===== src/rtl/sprite_table_if.sv =====
// Avalon-style write (and optional readback) port of the sprite attribute table.
// Readback signals exist only when SPRITE_TABLE_READBACK_EN is defined.
interface sprite_table_if;
    logic        write;
    logic [4:0]  address;
    logic [24:0] writedata;
`ifdef SPRITE_TABLE_READBACK_EN
    logic        read;
    logic [24:0] readdata;

    modport master (output write, address, writedata, read, input readdata);
    modport slave  (input write, address, writedata, read, output readdata);
`else
    modport master (output write, address, writedata);
    modport slave  (input write, address, writedata);
`endif
endinterface


===== src/rtl/sprite_table.sv =====
// Shadow/active sprite attribute table with a 2-stage per-pixel hit resolver.
// Optional readback port enabled by defining SPRITE_TABLE_READBACK_EN.
module sprite_table #(
    parameter int unsigned NUM_SPRITES = 20,
    parameter int unsigned SPRITE_W    = 32,
    parameter int unsigned SPRITE_H    = 32,
    parameter int unsigned ROM_AW      = 10,
    localparam int unsigned SLOT_W     = $clog2(NUM_SPRITES)
) (
    input  logic                clk_i,
    input  logic                rst_ni,
    sprite_table_if.slave       bus,
    input  logic                frame_start_i,
    input  logic [9:0]          hcount_i,
    input  logic [9:0]          vcount_i,
    output logic                pix_valid_o,
    output logic [4:0]          pix_id_o,
    output logic [SLOT_W-1:0]   pix_slot_o,
    output logic [ROM_AW-1:0]   rom_addr_o,
    output logic                commit_done_o
);
    localparam int unsigned XW = $clog2(SPRITE_W);
    localparam int unsigned YW = $clog2(SPRITE_H);

    logic [24:0] shadow_q [NUM_SPRITES];
    logic [24:0] shadow_d [NUM_SPRITES];
    logic [24:0] active_q [NUM_SPRITES];
    logic [24:0] active_d [NUM_SPRITES];
    logic        pending_q, pending_d;
    logic        commit_q, commit;
    logic        wr_ok;

    logic [NUM_SPRITES-1:0] hit_q, hit_d;
    logic [XW-1:0]          dx_q [NUM_SPRITES];
    logic [XW-1:0]          dx_d [NUM_SPRITES];
    logic [YW-1:0]          dy_q [NUM_SPRITES];
    logic [YW-1:0]          dy_d [NUM_SPRITES];
    logic [4:0]             id_q [NUM_SPRITES];
    logic [4:0]             id_d [NUM_SPRITES];

    logic                pix_valid_q, pix_valid_d;
    logic [4:0]          pix_id_q, pix_id_d;
    logic [SLOT_W-1:0]   pix_slot_q, pix_slot_d;
    logic [ROM_AW-1:0]   rom_addr_q, rom_addr_d;

    assign wr_ok  = bus.write && (32'(bus.address) < NUM_SPRITES);
    assign commit = frame_start_i && pending_q;

    // The copy takes shadow_q, so a write on the commit edge waits for the next frame.
    always_comb begin
        shadow_d = shadow_q;
        for (int i = 0; i < NUM_SPRITES; i++) begin
            if (bus.write && bus.address == 5'(i)) shadow_d[i] = bus.writedata;
        end
        active_d  = commit ? shadow_q : active_q;
        pending_d = wr_ok || (pending_q && !commit);
    end

    // Stage 1 evaluates against active_d so a pixel on the commit edge sees the new table.
    always_comb begin
        for (int i = 0; i < NUM_SPRITES; i++) begin
            hit_d[i] = (active_d[i][24:20] != 5'd0)
                && ({1'b0, hcount_i} >= {1'b0, active_d[i][19:10]})
                && ({1'b0, hcount_i} < {1'b0, active_d[i][19:10]} + 11'(SPRITE_W))
                && ({1'b0, vcount_i} >= {1'b0, active_d[i][9:0]})
                && ({1'b0, vcount_i} < {1'b0, active_d[i][9:0]} + 11'(SPRITE_H));
            dx_d[i] = hcount_i[XW-1:0] - active_d[i][10+XW-1:10];
            dy_d[i] = vcount_i[YW-1:0] - active_d[i][YW-1:0];
            id_d[i] = active_d[i][24:20];
        end
    end

    // Descending scan so the lowest hitting slot is assigned last and wins.
    always_comb begin
        pix_valid_d = 1'b0;
        pix_id_d    = '0;
        pix_slot_d  = '0;
        rom_addr_d  = '0;
        for (int i = NUM_SPRITES - 1; i >= 0; i--) begin
            if (hit_q[i]) begin
                pix_valid_d = 1'b1;
                pix_id_d    = id_q[i];
                pix_slot_d  = SLOT_W'(i);
                rom_addr_d  = ROM_AW'({dy_q[i], dx_q[i]});
            end
        end
    end

    always_ff @(posedge clk_i or negedge rst_ni) begin
        if (!rst_ni) begin
            for (int i = 0; i < NUM_SPRITES; i++) begin
                shadow_q[i] <= '0;
                active_q[i] <= '0;
                dx_q[i]     <= '0;
                dy_q[i]     <= '0;
                id_q[i]     <= '0;
            end
            pending_q   <= 1'b0;
            commit_q    <= 1'b0;
            hit_q       <= '0;
            pix_valid_q <= 1'b0;
            pix_id_q    <= '0;
            pix_slot_q  <= '0;
            rom_addr_q  <= '0;
        end else begin
            shadow_q    <= shadow_d;
            active_q    <= active_d;
            pending_q   <= pending_d;
            commit_q    <= commit;
            hit_q       <= hit_d;
            dx_q        <= dx_d;
            dy_q        <= dy_d;
            id_q        <= id_d;
            pix_valid_q <= pix_valid_d;
            pix_id_q    <= pix_id_d;
            pix_slot_q  <= pix_slot_d;
            rom_addr_q  <= rom_addr_d;
        end
    end

    assign pix_valid_o   = pix_valid_q;
    assign pix_id_o      = pix_id_q;
    assign pix_slot_o    = pix_slot_q;
    assign rom_addr_o    = rom_addr_q;
    assign commit_done_o = commit_q;

`ifdef SPRITE_TABLE_READBACK_EN
    logic [24:0] readdata_q, readdata_d;

    always_comb begin
        readdata_d = readdata_q;
        if (bus.read) begin
            readdata_d = '0;
            for (int i = 0; i < NUM_SPRITES; i++) begin
                if (bus.address == 5'(i)) readdata_d = shadow_q[i];
            end
        end
    end

    always_ff @(posedge clk_i or negedge rst_ni) begin
        if (!rst_ni) readdata_q <= '0;
        else         readdata_q <= readdata_d;
    end

    assign bus.readdata = readdata_q;
`endif
endmodule


===== src/flat_wrapper.sv =====
// flat-port wrapper written by rule: the top's interface ports become plain ports
module sprite_table_flat 
#(
    parameter int unsigned NUM_SPRITES = 20,
    parameter int unsigned SPRITE_W    = 32,
    parameter int unsigned SPRITE_H    = 32,
    parameter int unsigned ROM_AW      = 10,
    localparam int unsigned SLOT_W     = $clog2(NUM_SPRITES)
)
  (clk_i, rst_ni, frame_start_i, hcount_i, vcount_i, pix_valid_o, pix_id_o, pix_slot_o, rom_addr_o, commit_done_o, bus_write, bus_address, bus_writedata);
  sprite_table_if bus_i ();
  input  logic clk_i;
  input  logic rst_ni;
  input  logic frame_start_i;
  input  logic [9:0] hcount_i;
  input  logic [9:0] vcount_i;
  output logic pix_valid_o;
  output logic [4:0] pix_id_o;
  output logic [SLOT_W-1:0] pix_slot_o;
  output logic [ROM_AW-1:0] rom_addr_o;
  output logic commit_done_o;
  input wire logic [$bits(bus_i.write)-1:0] bus_write;
  input wire logic [$bits(bus_i.address)-1:0] bus_address;
  input wire logic [$bits(bus_i.writedata)-1:0] bus_writedata;
  assign bus_i.write = bus_write;
  assign bus_i.address = bus_address;
  assign bus_i.writedata = bus_writedata;
  sprite_table #(.NUM_SPRITES(NUM_SPRITES), .SPRITE_W(SPRITE_W), .SPRITE_H(SPRITE_H), .ROM_AW(ROM_AW)) u_core (.clk_i(clk_i), .rst_ni(rst_ni), .bus(bus_i), .frame_start_i(frame_start_i), .hcount_i(hcount_i), .vcount_i(vcount_i), .pix_valid_o(pix_valid_o), .pix_id_o(pix_id_o), .pix_slot_o(pix_slot_o), .rom_addr_o(rom_addr_o), .commit_done_o(commit_done_o));
endmodule

===== config.mk =====
export PLATFORM = sky130hd
export DESIGN_NAME = sprite_table_flat
export DESIGN_NICKNAME = d
export VERILOG_FILES = /design/src/rtl/sprite_table_if.sv /design/src/rtl/sprite_table.sv /design/src/flat_wrapper.sv
export SDC_FILE = /design/constraint.sdc
export NUM_CORES = 2
export LEC_CHECK = 0
export ABC_CLOCK_PERIOD_IN_PS = 7300
export CORE_AREA = 3 3 252 501
export CTS_BUF_LIST = sky130_fd_sc_hd__clkbuf_8
export CTS_CLUSTER_DIAMETER = 200
export CTS_CLUSTER_SIZE = 28
export DETAILED_ROUTE_END_ITERATION = 10
export DIE_AREA = 0 0 255 504
export PLACE_DENSITY_LB_ADDON = 0.15
export SKIP_CTS_REPAIR_TIMING = 1
export SYNTH_ARGS = -nofsm -noshare
export SYNTH_HDL_FRONTEND = slang
export SYNTH_SLANG_ARGS = --single-unit

===== constraint.sdc =====
create_clock -name clk_i -period 7.3 [get_ports clk_i]
set_input_delay 1.46 -clock clk_i [delete_from_list [all_inputs] [get_ports clk_i]]
set_output_delay 1.46 -clock clk_i [all_outputs]
set_load 0.1 [all_outputs]

After elaboration in Yosys (flattened, before gate mapping)
Cells that the tools add are included.
{"block": "word_totals", "regBits": 1343, "in_bits": 54}
{"block": "classes", "n_addsub": 80, "magnitude_cmp": 81, "n_eq_ne": 19, "n_mux": 81, "reduce_logical": 126}
{"cell": "2-to-1 mux 500 bit", "n": 1}
{"cell": "adder 10 x 6 -> 11 bit (second input constant)", "n": 40}
{"cell": "less-than comparator 10 x 11 -> 1 bit", "n": 40}
{"cell": "greater-or-equal comparator 10 bit", "n": 40}
{"cell": "2-to-1 mux 10 bit", "n": 20}
{"cell": "2-to-1 mux 5 bit", "n": 40}
{"cell": "subtractor 5 bit", "n": 40}
{"cell": "logical AND 1 bit", "n": 103}
{"cell": "nonzero test 5 bit", "n": 20}
{"cell": "== test 5 x 4 -> 1 bit (second input constant)", "n": 8}
{"cell": "== test 5 x 3 -> 1 bit (second input constant)", "n": 4}
{"cell": "== test 5 bit (second input constant)", "n": 4}
{"cell": "2-to-1 mux 1 bit", "n": 20}
{"cell": "== test 5 x 2 -> 1 bit (second input constant)", "n": 2}
{"cell": "== test 5 x 1 -> 1 bit (second input constant)", "n": 1}
{"cell": "zero test 5 bit", "n": 1}
{"cell": "less-than comparator 5 bit (second input constant)", "n": 1}
{"cell": "zero test 1 bit", "n": 1}
{"cell": "logical OR 1 bit", "n": 1}

Depth between registers and ports, before layout
{"block": "logic_depth", "depth_word": 20, "mapped_depth": 20, "mapped_depth_nobuf": 14}

Least setup slack after synthesis
No wires, ideal clock.
{"block": "synth_timing", "path_type": "input to register", "start": "input port frame_start_i", "end": "register u_core.hit_q[12]", "setup_time_ns": 0.080, "arrival_ns": 4.552, "t_required_ns": 7.220, "slack_ns": 2.668, "path_stages": 18, "path_buffers": 6, "cell_sequence": "buf_6 > nand2_8 > inv_4 > buf_6 > buf_6 > buf_4 > buf_2 > buf_4 > mux2i_1 > inv_1 > ha_1 > xnor2_1 > ha_1 > a21o_1 > a211o_1 > or3_1 > a211o_1 > nor3_2"}
{"item": "start: declaration", "line": "flat_wrapper.sv:14", "rtl": "input logic frame_start_i;"}
{"item": "end signal: assignment", "line": "sprite_table.sv:110", "rtl": "hit_q <= hit_d;"}
{"item": "end: declaration", "line": "sprite_table.sv:33", "rtl": "logic [NUM_SPRITES-1:0] hit_q, hit_d;"}

==> metrics.txt <==
htree depth=2; Synth async-reset ratio=1.00; PortBufs=75; Final Skew=35.6 ps; cell area after synthesis=67,200 µm²; largest family of logic cells by synthesized area=multiplexers; P per Cell Area=319 nW/µm²; number of synthesized register bits=1,243; post-layout util=0.575; Post-Route WL=218,000 µm; final hold viol count=0; Die Area=129,000 µm²; Total GRT Usage=0.342; DIE WIDTH=255 µm; final non-filler cell total=7,671; wire per inst=28.4 µm; Yosys cell types=95; dpl cells=7,587; max-slew violation count=0; post-synthesis compound-gate area fraction=0.0990; layout cells sized above 1=0.133; CORE AREA=123,000 µm²; I/O pins=76; NumNets Final=6,809; Synth Warn #=0; area delta synth->final=5.34%; number of global-route vias before repair=50,100; period utilization=0.737; initial antenna violation count=19; simple-gate share of the synthesized area=0.0910; remaining global-route overflow=0; Setup TNS=0 ps; worst slew margin relative to its limit=0.0864; critical path fanouts, max=116; Final setup viols=0; Crit path required time=8040 ps; Post-synth EDFFs=0; Pwr Total=22,600 µW; adder-cell share of the synthesized area=0.131; Pre-Repair DR Iteration Count=7; first-pass GRT wire length=319,000 µm; number of CTS-inserted buffers=50; post-synth top area cell=dfrtp_1; Fmax=186 MHz; Die Span Y=504 µm; CTS Sinks=1,243; Worst Max-Slew Pin Slew=1370 ps; vias per cell=6.21; Area contributors post-synth=dfrtp_1 (46%), ha_1 (12%), mux2_2 (8.8%); data arrival time of the worst path=6120 ps; top cell type's share of synthesized area=0.463; Initial Util=0.546; worst-case hold slack=498 ps; critical path endpoint category=flip-flop; worst setup path class=reg -> reg; GP Congestion=0.952; xor and xnor fraction of the mapped netlist area=0.0295; Syn Inst Count=6,039; mux cell area share after synthesis=0.138; Max Cap Violations=0; status=completed; initial DRC count=3,105; Pleak=0.0348 µW; clk buf depth=3; Max VDD drop=0.276 mV; register area share after synthesis=0.463; Post-route DRC=0; CP startpoint kind=flip-flop; top_reg_cell synth=dfrtp_1; Avg Cell Area, Syn=11.1 µm²; syn nets=6,773; row count=182; Worst-path clk slew=180 ps; pin count of the biggest net entering global routing=167; RSZ-0062 raised after global routing=no; HPWL after DPL=156,000 µm; Detail Route Antenna Nets=0; Root Buffer=clkbuf_8; worst skew pair latency=830 ps; CTS tree=built; final period demand of the worst path=5380 ps; HP Class=reg -> reg; Via Count=47,600
==> worst max-delay path, stage by stage, from the launching register on <==
cell       delay (ps)
dfrtp_2           820
nand2_8           330
inv_16            430
buf_4             380
buf_12            270
mux2_2            410
ha_1              250
xnor2_1           200
ha_1              280
a21o_1            180
a2111oi_0         700
o21ai_0           210
nor4_1            220
==> layout make-up <==
cell class / instances / area (µm²)
Clock inverter: 2 / 23.8
Tap cell: 1564 / 1960
Fill cell: 10600 / 52200
Timing Repair Buffer: 225 / 1920
Multi-Input combinational cell: 4018 / 32900
Clock buffer: 53 / 729
Inverter: 537 / 2030
Antenna cell: 29 / 72.6
Sequential cell: 1243 / 31100
==> power breakdown <==
group | switching, µW | total (µW) | internal (µW)
Clock | 2120 | 2780 | 663
Sequential | 1110 | 9880 | 8770
Combinational | 6130 | 9940 | 3800
==> per-stage QoR <==
step / instance area [µm²] / setup WS [ps]
final: 70800 / 1920
after global routing: 70700 / 2020
after CTS: 70700 / 2200
after detailed placement: 69900 / 1460
after global placement: 69900 / -1070
after floorplan: 67200 / 2670
==> cells by family (layout without fill, tap and decap cells) <==
group / after synthesis / after routing
AO/OA/AOI/OAI: 954 / 954
XOR/XNOR: 226 / 226
adder cells (fa/ha/maj): 680 / 680
buffers and inverters: 778 / 817
flip-flops: 1243 / 1243
multiplexers: 858 / 858
other: 0 / 29
AND/OR/NAND/NOR: 1300 / 1300
==> registers in the layout, summed over array words and instances, names as in the netlist, 5 cells and up <==
register,flops
u_core.active_q,500
u_core.pix_id_o,5
u_core.rom_addr_o,10
u_core.shadow_q,500
u_core.dy_q,100
u_core.pix_slot_o,5
u_core.dx_q,100
u_core.hit_q,20
==> metal layers <==
layer / track usage / part of all wire
met5: 0 / 0.000064
met1: 0.350 / 0.34
met2: 0.596 / 0.51
met4: 0.328 / 0.12
met3: 0.0378 / 0.037
==> placed cells by master (no fill, tap or decap), types with 39 or more instances in the layout <==
| master | n |
|---|---|
| xnor2_1 | 200 |
| a211oi_1 | 51 |
| mux2_2 | 525 |
| ha_1 | 640 |
| o21a_1 | 80 |
| fa_1 | 40 |
| a21o_1 | 67 |
| inv_1 | 534 |
| clkbuf_8 | 53 |
| o22ai_1 | 48 |
| a21oi_1 | 162 |
| nand3_1 | 119 |
| a31oi_1 | 59 |
| clkdlybuf4s50_1 | 53 |
| mux2i_1 | 328 |
| nand2_1 | 580 |
| buf_4 | 137 |
| nand4_1 | 43 |
| o211ai_1 | 39 |
| nor2b_1 | 91 |
| and3_1 | 40 |
| o21ai_0 | 150 |
| nor3_1 | 85 |
| dfrtp_1 | 1242 |
| nor2_1 | 182 |
==> worst paths after layout <==
| path | from | to | slack [ps] | depth (start not counted) |
|---|---|---|---|---|
| worst max-delay path | u_core.pending_q$_DFF_PN0_ | u_core.hit_q[19]$_DFF_PN0_ | 1920 | 12 |
| worst min-delay path | u_core.shadow_q[395]$_DFFE_PN0P_ | u_core.active_q[395]$_DFF_PN0_ | 500 | 2 |
| worst max register to register | u_core.pending_q$_DFF_PN0_ | u_core.hit_q[19]$_DFF_PN0_ | 1920 | 12 |
| worst min register to register | u_core.shadow_q[395]$_DFFE_PN0P_ | u_core.active_q[395]$_DFF_PN0_ | 500 | 2 |
| max in group asynchronous | rst_ni | u_core.hit_q[6]$_DFF_PN0_ | 4970 | 3 |
| min in group asynchronous | rst_ni | u_core.shadow_q[419]$_DFFE_PN0P_ | 550 | 1 |
==> cell usage after synthesis (12+ instances only) <==
library cell / number
and3_1: 40
dfrtp_1: 1243
nor2_1: 183
ha_1: 640
o22ai_1: 48
a211oi_1: 53
o31ai_1: 22
clkbuf_1: 133
mux2i_1: 328
a31oi_1: 59
a211o_1: 17
a41oi_1: 12
nor4_1: 23
a21oi_1: 162
a221o_1: 18
a221oi_1: 24
o211ai_1: 39
nand3_1: 119
o221ai_1: 28
o21ai_0: 152
or4_1: 38
mux2_2: 525
xor2_1: 26
nand2_1: 585
nor2b_1: 95
fa_1: 40
nor3_1: 86
xnor2_1: 200
inv_1: 534
a21o_1: 67
o31a_1: 21
nand4_1: 43
o21a_1: 80
nand2b_1: 32
a2111oi_0: 31
nand3b_1: 16
o2111ai_1: 35
a41o_1: 23
buf_4: 32
buf_2: 57
Power figures use the tool's default switching activity.
